## src/rtl/arb_pkg.sv

```systemverilog
// Shared types and sizes for the round-robin grant encoder that feeds the 4-to-16 decoder.
package arb_pkg;
   localparam int N     = 16;
   localparam int IDX_W = 4;

   typedef enum logic {
      IDLE  = 1'b0,
      GRANT = 1'b1
   } arb_state_e;

   typedef logic [IDX_W-1:0] idx_t;
endpackage

```

## src/rtl/rr_pick.sv

```systemverilog
// Combinational round-robin pick: first set request at or after ptr, wrapping modulo N.
module rr_pick
   import arb_pkg::*;
(
   input  logic [N-1:0] req,
   input  idx_t         ptr,
   output idx_t         idx,
   output logic         any
);

   logic [2*N-1:0] doubled;
   logic [N-1:0]   window;
   idx_t           offset;

   // The doubled vector turns the circular scan into a plain priority encode from bit 0.
   always_comb begin
      doubled = {req, req};
      window  = doubled[ptr +: N];
      offset  = '0;
      for (int i = N - 1; i >= 0; i--) begin
         if (window[i]) offset = idx_t'(i);
      end
      any = |req;
      idx = ptr + offset;
   end

endmodule

```

## src/rtl/rr_grant_encoder.sv

```systemverilog
// Round-robin arbiter driving a registered owner index and valid strobe into the 4-to-16 decoder.
//
//   state | meaning
//   ------+------------------------------------------------------------
//   IDLE  | no owner; grant_valid low; picks next owner from ptr
//   GRANT | owner held in grant_idx until rel, request drop or timeout
module rr_grant_encoder #(
   parameter int N       = arb_pkg::N,
   parameter int IDX_W   = arb_pkg::IDX_W,
   parameter int TIMEOUT = 64
) (
   input  logic             clk,
   input  logic             rst_n,
   input  logic [N-1:0]     req,
   input  logic             rel,
   output logic [IDX_W-1:0] grant_idx,
   output logic             grant_valid,
   output logic             timeout_o
);
   import arb_pkg::*;

   localparam int CNT_W = (TIMEOUT > 0) ? $clog2(TIMEOUT + 1) : 1;
   typedef logic [CNT_W-1:0] cnt_t;
   localparam cnt_t CNT_LAST = cnt_t'((TIMEOUT > 0) ? TIMEOUT - 1 : 0);
   localparam cnt_t CNT_MAX  = '1;

   arb_state_e state, state_nxt;
   idx_t       ptr, ptr_nxt;
   cnt_t       cnt, cnt_nxt;
   idx_t       grant_idx_nxt;
   logic       grant_valid_nxt;
   logic       timeout_nxt;

   idx_t       pick_idx;
   logic       pick_any;
   logic       owner_req;
   logic       to_hit;
   logic       release_hit;

   rr_pick u_pick (
      .req (req),
      .ptr (ptr),
      .idx (pick_idx),
      .any (pick_any)
   );

   assign owner_req   = req[grant_idx];
   assign to_hit      = (TIMEOUT != 0) && (cnt == CNT_LAST);
   assign release_hit = rel || !owner_req || to_hit;

   always_ff @(posedge clk or negedge rst_n) begin
      if (!rst_n) begin
         state       <= IDLE;
         ptr         <= '0;
         cnt         <= '0;
         grant_idx   <= '0;
         grant_valid <= 1'b0;
         timeout_o   <= 1'b0;
      end else begin
         state       <= state_nxt;
         ptr         <= ptr_nxt;
         cnt         <= cnt_nxt;
         grant_idx   <= grant_idx_nxt;
         grant_valid <= grant_valid_nxt;
         timeout_o   <= timeout_nxt;
      end
   end

   always_comb begin
      state_nxt = state;
      case (state)
         IDLE:    if (pick_any)    state_nxt = GRANT;
         GRANT:   if (release_hit) state_nxt = IDLE;
         default: state_nxt = IDLE;
      endcase
   end

   always_comb begin
      ptr_nxt         = ptr;
      cnt_nxt         = cnt;
      grant_idx_nxt   = grant_idx;
      grant_valid_nxt = grant_valid;
      timeout_nxt     = 1'b0;
      case (state)
         IDLE: begin
            if (pick_any) begin
               grant_idx_nxt   = pick_idx;
               grant_valid_nxt = 1'b1;
               cnt_nxt         = '0;
            end
         end
         GRANT: begin
            if (release_hit) begin
               grant_valid_nxt = 1'b0;
               ptr_nxt         = grant_idx + 1'b1;
               // Flag a timeout only when the owner would otherwise have kept the grant.
               timeout_nxt     = to_hit && !rel && owner_req;
            end else if (cnt != CNT_MAX) begin
               cnt_nxt = cnt + 1'b1;
            end
         end
         default: begin
            grant_valid_nxt = 1'b0;
         end
      endcase
   end

endmodule

```

## config.mk

```make
export PLATFORM = sky130hd
export DESIGN_NAME = rr_grant_encoder
export DESIGN_NICKNAME = d
export VERILOG_FILES = /design/src/rtl/arb_pkg.sv /design/src/rtl/rr_pick.sv /design/src/rtl/rr_grant_encoder.sv
export SDC_FILE = /design/constraint.sdc
export NUM_CORES = 1
export LEC_CHECK = 0
export ABC_AREA = 1
export ABC_CLOCK_PERIOD_IN_PS = 3700
export CAP_MARGIN = 20
export CORE_MARGIN = 1
export CORE_UTILIZATION = 40
export DETAILED_ROUTE_END_ITERATION = 10
export DONT_BUFFER_PORTS = 1
export PLACE_DENSITY_LB_ADDON = 0.1
export SYNTH_ARGS = -nofsm -noshare
export SYNTH_HDL_FRONTEND = slang
export SYNTH_SLANG_ARGS = --single-unit
```

## constraint.sdc

```tcl
create_clock -name clk -period 3.7 [get_ports clk]
set_input_delay 1.11 -clock clk [delete_from_list [all_inputs] [get_ports clk]]
set_output_delay 1.11 -clock clk [all_outputs]
set_load 0.02 [all_outputs]
```

# After elaboration in Yosys (flattened, before gate mapping)
# Index checks and enable logic that the tools add are counted.
# Widths: inputs -> output; s select.
[word_totals]
ramBits = 0
ff_bits = 18
romBits = 0
latchBits = 0
n_memories = 0
[classes]
magnitude_cmp = 1
n_bitwise = 1
muxes = 30
reduce_logical = 11
shift = 1
n_addsub = 3
div_mod_pow = 0
n_mul = 0
eq_ne = 6
[op_table]
columns = ["operator", "n"]
rows = [
  ["$mux 4", 16],
  ["$shiftx 32x5->16", 1],
  ["$mux 7", 3],
  ["$reduce_or 16->1", 1],
  ["$pmux 7 s2", 1],
  ["$add 7x1->7 const B", 1],
  ["$eq 7x6->1 const B", 1],
  ["$mux 1", 7],
  ["$ne 7x7->1 const B", 1],
  ["$reduce_and 2->1", 3],
  ["$lt 4x5->1 const B", 1],
  ["$add 4x1->4 const B", 1],
  ["$add 4x4->4", 1],
  ["$bmux 1 s4", 1],
  ["$ne 2x1->1 const B", 2],
  ["$ne 2x2->1 const B", 2],
  ["$pmux 1 s2", 2],
  ["$reduce_and 3->1", 1],
  ["$logic_and 1x1->1", 2],
  ["$logic_not 1->1", 2],
  ["$logic_or 1x1->1", 2],
  ["$not 1->1", 1],
]

# Logic depth before layout (Yosys ltp)
# Gate-level depths: netlist of the first run.
[logic_depth]
depth_word = 18
ltp_mapped = 30
mapped_depth_nobuf = 29

# By module
# From an unflattened synthesis of the first run, not the netlist that was laid out.
[unflattened]
cells_unflattened = 374
area_unflattened_um2 = 2354.8
[by_module_without_submodules]
columns = ["mod", "area_per_inst_um2", "cells_per_inst", "instances"]
rows = [
  ["rr_pick", 1247.4, 224, 1],
  ["rr_grant_encoder", 1107.3, 150, 1],
]

# Worst setup path after synthesis of the first run
# No wires, ideal clock.
[synth_timing]
path_type = "in2reg"
startpoint = "input port req[1]"
endpoint = "register grant_idx[3]"
stages = 20
slack_ps = 569
arrival_time_ps = 3011
path_cell_list = "nand2_1 -> nand3_1 -> nand2_1 -> inv_1 -> nand2_1 -> o21ai_2 -> nor2_1 -> a31oi_1 -> inv_1 -> nand2_1 -> o21ai_0 -> nand2_1 -> a21oi_1 -> ha_1 -> nand3_1 -> nand2_1 -> xor2_1 -> or2_1 -> nand3_2 -> o21ai_2"
[synth_between]
elab_chain_cells = 18
elab_cells_between_ends = 20
[synth_lines]
columns = ["element", "line", "text"]
rows = [
  ["from (decl)", "rr_grant_encoder.sv:14", "input logic [N-1:0] req,"],
  ["$shiftx 32x5->16", "rr_pick.sv:18", "window = doubled[ptr +: N];"],
  ["$mux 4 (16 in series)", "rr_pick.sv:21", "if (window[i]) offset = idx_t'(i);"],
  ["$add 4x4->4", "rr_pick.sv:24", "idx = ptr + offset;"],
  ["to (signal assigned)", "rr_grant_encoder.sv:63", "grant_idx <= grant_idx_nxt;"],
  ["to (decl)", "rr_grant_encoder.sv:16", "output logic [IDX_W-1:0] grant_idx,"],
]
# Several ways; a longest one is shown, not always the timed one.
# A chain may end at the register's enable or synchronous reset.

# Worst setup path in the final report of the first run
[layout_timing]
startpoint = "input port req[11]"
endpoint = "register grant_idx[3]"
# Same word-level chain as after synthesis.

==> results.md, run 1 <==
- Critical Path RT: 3.84 ns
- Remaining DRCs: 0
- Mapped Cells: 349
- Post-Route Skew: 0.004273 ns
- Rel. slew slack: 61.86%
- Comb power frac: 74.4%
- Share of the synthesized area in the top cell type: 21.14%
- Fin nets: 368
- Count leader, synth: nand2_1
- WS Path Type: primary input to register
- Diode count: 0
- Vias in the first global route: 2029
- YS warnings: 0
- CP arrival: 3.37 ns
- Grt total ovfl: 0
- Initial antenna violation count: 0
- Post-CTS sizing: 0
- Overall Global Routing Usage: 22.65%
- Fraction of registers with async set/reset: 100.0%
- CTS Buf Count: 3
- Fillers: 575
- EDFF count, synth: 0
- Leakage: 1.055 nW
- Fmax: 0.3092 GHz
- Clk_lat worst skew: 0.25 ns
- Cell Rows: 26
- Width of the die: 74.99 um
- Synth Cell Area: 0.002131 mm2
- CP max FO: 4
- Layout cells sized above 1: 10.82%
- CTS tree: built
- Post-layout util: 43.02%
- Starting density of the core: 41.72%
- Register area share after synthesis: 21.14%
- Max-capacitance violation count: 0
- Layout Area Growth over Synthesis: 3.112%
- Clock-pin transition on the worst setup and hold timing paths: 0.06 ns
- Net Count, Synth: 374
- Syn Area/Cell: 6.105 um2
- Via count: 2234
- Psw: 1.367 mW
- Distinct cells, synth: 37
- Min cycle time layout: 3.235 ns
- Pwr Total: 2.358 mW
- Post-CTS Setup Bufs: 0
- Crit end category: register
- Die area: 0.005623 mm2
- VDD IR-drop max: 0.0003531 V
- Fin crit share: 87.42%
- Worst-Margin Slew: 0.5721 ns
- Routability-driven placement congestion ratio: 0.8121
- Leading area contributor after synthesis: dfrtp_1
- Iter 0 DRT Violations: 122
- Outcome: complete, no violations
- Synth area leaders: dfrtp_1 (21%), nand2_1 (18%), nand3_1 (17%)
- I/O Pins: 25
- Clk root buf: clkbuf_8
- DR WL/cell: 14.44 um
- Yosys reg bits: 18
- Pins Over Slew Limit: 0
- Top FF cell, synth: dfrtp_1
- Clk buf depth: 2
- Cell-internal power: 991.2 uW
- Clock Power Share: 6.7%
- Vias per cell: 5.422
- Final WL: 5.949 mm
- Detail Route Antenna Nets: 0
- Hold slack final: 0.5295 ns
- TritonRoute pass-1 iters: 4
- HPWL after detailed placement: 4.773 mm
- CTS Hold Buffers Added: 0
- I/O Buffers: 0
- Cell area power density: 1073 mW/mm2
- H-tree depth: 1
- RSZ-0062 raised after global routing: false
- Switching share of power: 57.96%
- Synth top cells by count: nand2_1 (101), nand3_1 (71), inv_1 (27)
- TNS Setup: 0 ns
- Die H: 74.99 um
- Hold Path Class: register to register
- Sequential share of power: 18.9%
- Core area: 0.005107 mm2
- Largest net degree at the start of global routing: 28
- First-pass GRT wire length: 9.611 mm
- CTS sink cnt: 18
- Worst Setup Start Kind: primary input
- Final setup viols: 0
- Final hold vios: 0
-- routing by layer --
metal | wire, um | GRT usage [%] | up-vias | part of all wire, %
li1 | - | - | 1154 | -
met1 | 2890 | 31.05 | 1005 | 49
met2 | 2540 | 37.34 | 62 | 43
met3 | 380 | 4.284 | 13 | 6.4
met4 | 137 | 4.403 | 0 | 2.3
met5 | 0 | 0 | - | 0
-- registers in the layout (all words and copies together) (netlist names) --
register	flops
grant_idx	4
timeout_o	1
ptr	4
state	1
cnt	7
grant_valid	1
-- path summary, 6_finish.rpt --
kind / startpoint / endpoint / slack [ns] / depth (start not counted)
setup / recovery: req[11] / grant_idx[3]$_DFFE_PN0P_ / 0.47 / 19
hold / removal: cnt[1]$_DFFE_PN0P_ / cnt[1]$_DFFE_PN0P_ / 0.53 / 2
setup reg to reg: ptr[0]$_DFFE_PN0P_ / grant_idx[3]$_DFFE_PN0P_ / 0.50 / 20
hold reg to reg: cnt[1]$_DFFE_PN0P_ / cnt[1]$_DFFE_PN0P_ / 0.53 / 2
max in group asynchronous: rst_n / grant_idx[2]$_DFFE_PN0P_ / 3.08 / 0
min in group asynchronous: rst_n / cnt[6]$_DFFE_PN0P_ / 0.55 / 0
-- power groups by stage --
stage	Sequential, mW	Combinational (mW)	Clock, mW
after CTS	0.443	1.77	0.163
after global placement	0.448	1.77	0
final	0.444	1.76	0.158
after floorplan	0.363	1.54	0
after global routing	0.459	2.03	0.173
after detailed placement	0.447	1.76	0
-- per-stage QoR --
stage / instances / setup slack (ns) / instance area (um2)
2_1_floorplan: 349 / 0.5688 / 2131
3_3_place_gp: 408 / 0.2042 / 2142
3_5_place_dp: 408 / 0.2197 / 2142
4_1_cts: 412 / 0.4783 / 2197
5_1_grt: 412 / 0.1844 / 2197
6_report: 412 / 0.4654 / 2197
-- cell families after synthesis --
logic type	Yosys count	share of synthesized area, %
xor+xnor	4	1.644
flops	18	21.14
fa+ha+maj	6	3.876
simple gates	222	48.56
buf+inv	47	10.80
compound gates	52	13.98
-- placed cells by master, fill, tap and decap left out --
| cell | n |
|---|---|
| a21boi_2 | 1 |
| a21oi_1 | 12 |
| a31oi_1 | 2 |
| and2_1 | 2 |
| buf_4 | 3 |
| clkbuf_8 | 4 |
| dfrtp_1 | 18 |
| fa_1 | 1 |
| ha_1 | 5 |
| inv_1 | 27 |
| inv_2 | 4 |
| inv_4 | 1 |
| inv_6 | 1 |
| nand2_1 | 101 |
| nand2_2 | 7 |
| nand2_4 | 1 |
| nand3_1 | 71 |
| nand3_2 | 6 |
| nand4_1 | 2 |
| nor2_1 | 21 |
| nor2_2 | 1 |
| nor2_4 | 1 |
| nor3_1 | 1 |
| nor3_2 | 2 |
| nor3b_1 | 1 |
| nor4_1 | 4 |
| o211ai_1 | 4 |
| o21ai_0 | 17 |
| o21ai_1 | 11 |
| o21ai_2 | 5 |
| or2_1 | 1 |
| xnor2_1 | 2 |
| xor2_1 | 2 |
-- final cells by class --
cell class	count	area, um2	area share [%]
multi-input combinational	284	1450	66.00
sequential	18	450.4	20.50
inverter	33	131.4	5.979
tap	70	87.58	3.986
clock buffer	4	55.05	2.506
timing repair buffer	3	22.52	1.025
-- worst max-delay path, stage by stage --
cell and delay, ns:
nand2_1 0.05, nand3_1 0.12, nand2_1 0.06, o21ai_1 0.15
inv_1 0.07, nand2_1 0.05, o21ai_0 0.12, nand2_1 0.12
a31oi_1 0.05, o21ai_0 0.20, nand2_1 0.08, a21oi_1 0.24
ha_1 0.29, nand3_1 0.08, nand2_1 0.06, xor2_1 0.15
or2_1 0.25, nand3_2 0.06, o21ai_2 0.05
Power figures use the tool's default switching activity.
==> run 2: changes to the inputs <==
- SKIP_CTS_REPAIR_TIMING: not set -> 1
==> results of run 2 <==
Same layout as run 1: the final DEF is identical, and so are final timing and power.
